<file path="src/rtl/imem_fetch_sequencer.sv">
// Owns the PC, addresses the combinational instruction memory and hands each word to decode.
// Latency: start/redirect at edge N -> imem_addr updated after N, first word valid after N+1.
// Backpressure: out_valid && !out_ready holds pc and out_* stable; HALT word is never presented.
module imem_fetch_sequencer #(
   parameter int                      ADDR_WIDTH  = 8,
   parameter int                      INSTR_WIDTH = 32,
   parameter logic [INSTR_WIDTH-1:0]  HALT_WORD   = 32'hFFFF_FFFF,
   parameter int                      CNT_WIDTH   = 16
) (
   input  logic                   clk,
   input  logic                   rst,
   input  logic                   start,
   input  logic [ADDR_WIDTH-1:0]  start_addr,
   input  logic                   redirect_valid,
   input  logic [ADDR_WIDTH-1:0]  redirect_addr,
   output logic [ADDR_WIDTH-1:0]  imem_addr,
   input  logic [INSTR_WIDTH-1:0] imem_rd,
   output logic                   out_valid,
   input  logic                   out_ready,
   output logic [INSTR_WIDTH-1:0] out_instr,
   output logic [ADDR_WIDTH-1:0]  out_pc,
   output logic                   busy,
   output logic                   halted,
   output logic [CNT_WIDTH-1:0]   deliv_count
);

   localparam logic [1:0] ST_IDLE   = 2'd0;
   localparam logic [1:0] ST_RUN    = 2'd1;
   localparam logic [1:0] ST_HALTED = 2'd2;

   logic [1:0]            state;
   logic [ADDR_WIDTH-1:0] pc;
   logic                  slot_free;
   logic                  handshake;
   logic                  is_halt;
   logic                  start_ok;

   assign slot_free = !out_valid || out_ready;
   assign handshake = out_valid && out_ready;
   assign is_halt   = (imem_rd == HALT_WORD);
   // start is only meaningful when fetch is not already running
   assign start_ok  = start && (state != ST_RUN);

   // imem_addr is the pc register itself, so memory address never depends on inputs this cycle
   assign imem_addr = pc;
   assign busy      = (state == ST_RUN);
   assign halted    = (state == ST_HALTED);

   // Fetch state machine: pc, output slot and run/halt state
   always_ff @(posedge clk) begin
      if (rst) begin
         state     <= ST_IDLE;
         pc        <= '0;
         out_valid <= 1'b0;
         out_instr <= '0;
         out_pc    <= '0;
      end else begin
         case (state)
            ST_IDLE, ST_HALTED: begin
               if (start) begin
                  pc        <= start_addr;
                  out_valid <= 1'b0;
                  state     <= ST_RUN;
               end
            end
            ST_RUN: begin
               if (redirect_valid) begin
                  // held word (if any) is squashed; the target is fetched next cycle
                  pc        <= redirect_addr;
                  out_valid <= 1'b0;
               end else if (slot_free && is_halt) begin
                  // pc stays on the HALT word so software can see where fetch stopped
                  state     <= ST_HALTED;
                  out_valid <= 1'b0;
               end else if (slot_free) begin
                  out_instr <= imem_rd;
                  out_pc    <= pc;
                  out_valid <= 1'b1;
                  pc        <= pc + 1'b1;
               end
            end
            default: begin
               state     <= ST_IDLE;
               out_valid <= 1'b0;
            end
         endcase
      end
   end

   // Delivered-instruction counter: every completed handshake, cleared by an accepted start
   always_ff @(posedge clk) begin
      if (rst) begin
         deliv_count <= '0;
      end else if (start_ok) begin
         deliv_count <= '0;
      end else if (handshake) begin
         deliv_count <= deliv_count + 1'b1;
      end
   end

endmodule

</file>
<file path="config.mk">
export PLATFORM = sky130hd
export DESIGN_NAME = imem_fetch_sequencer
export DESIGN_NICKNAME = d
export VERILOG_FILES = /design/src/rtl/imem_fetch_sequencer.sv
export SDC_FILE = /design/constraint.sdc
export NUM_CORES = 1
export LEC_CHECK = 0
export ABC_AREA = 1
export CORE_AREA = 2 2 115 117
export CTS_BUF_LIST = sky130_fd_sc_hd__clkbuf_4
export DETAILED_ROUTE_END_ITERATION = 12
export DIE_AREA = 0 0 117 119
export GPL_TIMING_DRIVEN = 0
export PLACE_DENSITY = 0.46
export SLEW_MARGIN = 20
export SYNTH_ARGS = -nofsm -noshare
export SYNTH_HDL_FRONTEND = slang
export SYNTH_SLANG_ARGS = --single-unit
export TNS_END_PERCENT = 50
</file>
<file path="constraint.sdc">
create_clock -name clk -period 3.1 [get_ports clk]
set_input_delay 0.62 -clock clk [delete_from_list [all_inputs] [get_ports clk]]
set_output_delay 0.62 -clock clk [all_outputs]
set_load 0.02 [all_outputs]
</file>
==> impl_results.md <==
- Sequential share of the synthesized area: 0.430
- Setup CP Type: reg -> out
- Setup TNS: 0 ns
- FMAX: 0.409 GHz
- Diode count: 0
- Die width: 117 um
- Syn_area_per_cell: 6.97 um2
- Hold path cells: 2
- H-Tree Depth: 3
- Final critical-path required period: 2.45 ns
- Crit path DAT: 1.83 ns
- Number of global-route vias before repair: 3081
- Maximum clock path buffer count: 2
- Worst Setup EP: busy
- Clock Pin Slew Worst Setup and Hold Paths: 0.11 ns
- Worst reg2reg path startpoint: state[1]
- Starting Density: 0.242
- Seq cells post-synth: 67
- Post-route cell area: 4630 um2
- Drc violations: 0
- Slew Limit Fails: 0
- Vias per inst: 4.21
- Status: finished clean
- DP HPWL: 7510 um
- Crit end category: output port
- Post-route ant nets: 0
- Startpoint types: register
- Row Count: 42
- Core ar.: 12900 um2
- # setup viols final: 0
- Post-synthesis cell type count: 35
- Synth area leader: dfxtp_1
- Worst skew pair latency: 0.43 ns
- CTS buffer count: 9
- Cell Pwr Density: 402 nW/um2
- Area fraction of the dominant cell type after synthesis: 0.430
- Clock skew: 0.0184 ns
- Async S/R FF share, synth: 0
- Final hold vios: 0
- # port buffers: 119
- Post-CTS Resized: 0
- Max_slew headroom: 0.671
- Placed cell areas: 4530 um2
- WL per Instance: 12.7 um
- Post-Syn Nets: 503
- Post-CTS setup buffer count: 0
- Place WS: 0.691 ns
- Top cells by count, synth: nor2_1, nand2_1, dfxtp_1
- CP cell instances: nand2_2 > inv_1 > clkdlybuf4s50_1
- Top_reg_cell synth: dfxtp_1
- Largest net degree at the start of global routing: 11
- EDFF count, synth: 0
- Worst hold path class: reg -> reg
- Critical Path Stages: 3
- Die area: 13900 um2
- GPL Wtd Cong: 0.792
- Gr usage total: 0.144
- CP Max Fanout: 7
- Final net count: 633
- GR Overflow Total: 0
- I/O pins: 120
- Fin worst setup slack: 0.653 ns
- Maxcap violations: 0
- Area grow syn2layout: 48.2%
- Initial antenna violation count: 0
- CP max stage cell: clkdlybuf4s50_1
- Critical Path RT: 2.48 ns
- Vias: 3185
- RSZ-0062 raised after global routing: no
- Reg-to-reg slack, setup: 1.52 ns
- 1st-iter DRT viols: 142
- R2R cell count: 6
- Hold_buf cts: 0
- Top cells by area, synth: dfxtp_1, nor2_1, nand2_1
- 1st-pass router iterations: 4
- Clk sinks: 67
- Area of the mapped netlist: 3120 um2
- Leak pwr: 1.71 nW
- Filler cells: 1389
- Top-count cell post-synth: nor2_1
- Final WL: 9600 um
- Total power: 1.86 mW
- Layout cells sized above 1: 0.0862
- Post-Syn Instances: 448
- Reg-to-reg endpoint: deliv_count[8]
- Worst VDD drop: 0.000148 V
- Worst Tran Pin Value: 0.494 ns
- CP peak stage delay: 0.65 ns
- CTS Root Cell: clkbuf_4
- Fin crit share: 0.789
- CTS tree: done
- Die height: 119 um
- Synthesis Warnings: 0
- Crit-path leading delay family: buffers and inverters
- Global-route wire length before repair: 15400 um
- Critical path startpoint: state[0]
- CP Buf/Inv Count: 2
through the flow:
| step | utilization | hold WS, ns | std cells |
|---|---|---|---|
| final | 0.359 | 0.491 | 756 |
| after global routing | 0.359 | 0.517 | 756 |
| after CTS | 0.359 | 0.495 | 756 |
| after detailed placement | 0.352 | 0.474 | 743 |
| after global placement | 0.352 | 0.466 | 743 |
| after floorplan | - | 0.503 | 448 |
state kept, by name, indices dropped and copies added, names as in the netlist:
signal and cells:
state 2, out_instr 32, imem_addr 8, out_pc 8, out_valid 1, deliv_count 16
cells by family (layout without fill, tap and decap cells):
logic type                 count (synthesis)  after routing  synth area share
and+or+nand+nor                          247            247             0.347
buffers and inverters                     47            179            0.0649
xor gates and xnor gates                   5              5            0.0140
AOI/OAI and AO/OA                         80             80             0.136
DFF                                       67             67             0.430
adders and majority gates                  2              2           0.00801
per-layer routing:
| layer | track usage | vias up | routed length (um) |
|---|---|---|---|
| li1 | - | 1698 | - |
| met1 | 0.179 | 1395 | 4420 |
| met2 | 0.231 | 77 | 4420 |
| met3 | 0.0392 | 15 | 565 |
| met4 | 0.0640 | 0 | 194 |
| met5 | 0 | - | 0 |
worst min-delay path, delay by kind of cell (launching register included):
family	cells	cell delay, ns
AND/OR/NAND/NOR	2	0.13
flip-flops	1	0.33
power by group:
| group | total, mW | internal [mW] | switching (mW) | leakage, nW |
|---|---|---|---|---|
| clock | 0.472 | 0.177 | 0.295 | 0.0568 |
| sequential | 0.954 | 0.910 | 0.0442 | 0.547 |
| combinational | 0.433 | 0.208 | 0.225 | 1.10 |
| total | 1.86 | 1.30 | 0.565 | 1.71 |
final cells by class:
class	instances	area (um2)	area share
repair buffers	119	1190	0.257
multi-input cells	334	1580	0.341
plain buffers	16	83.8	0.0181
clock inverters	1	3.75	0.000811
well taps	176	220	0.0476
flip-flops and latches	67	1340	0.290
inverters	31	119	0.0257
clock buffers	12	90.1	0.0195
cell usage in the layout, fill, tap and decap left out, types with 7 or more instances in the layout:
cell type	count
dfxtp_1	67
a21oi_1	20
clkbuf_4	12
clkdlybuf4s50_1	119
o21ai_0	55
nor3_1	7
buf_2	7
inv_1	25
nand2_1	76
nor2_1	121
nand3_1	15
worst min path at each step:
stage / startpoint / to / slack [ns]
floorplan: state[1] / state[1] / 0.50
global placement: out_pc[6] / out_pc[6] / 0.47
detailed placement: out_instr[12] / out_instr[12] / 0.47
CTS: out_instr[15] / out_instr[15] / 0.49
global route: out_pc[4] / out_pc[4] / 0.52
finish: out_pc[6] / out_pc[6] / 0.49
No activity file was read; power rests on OpenSTA's default activity.
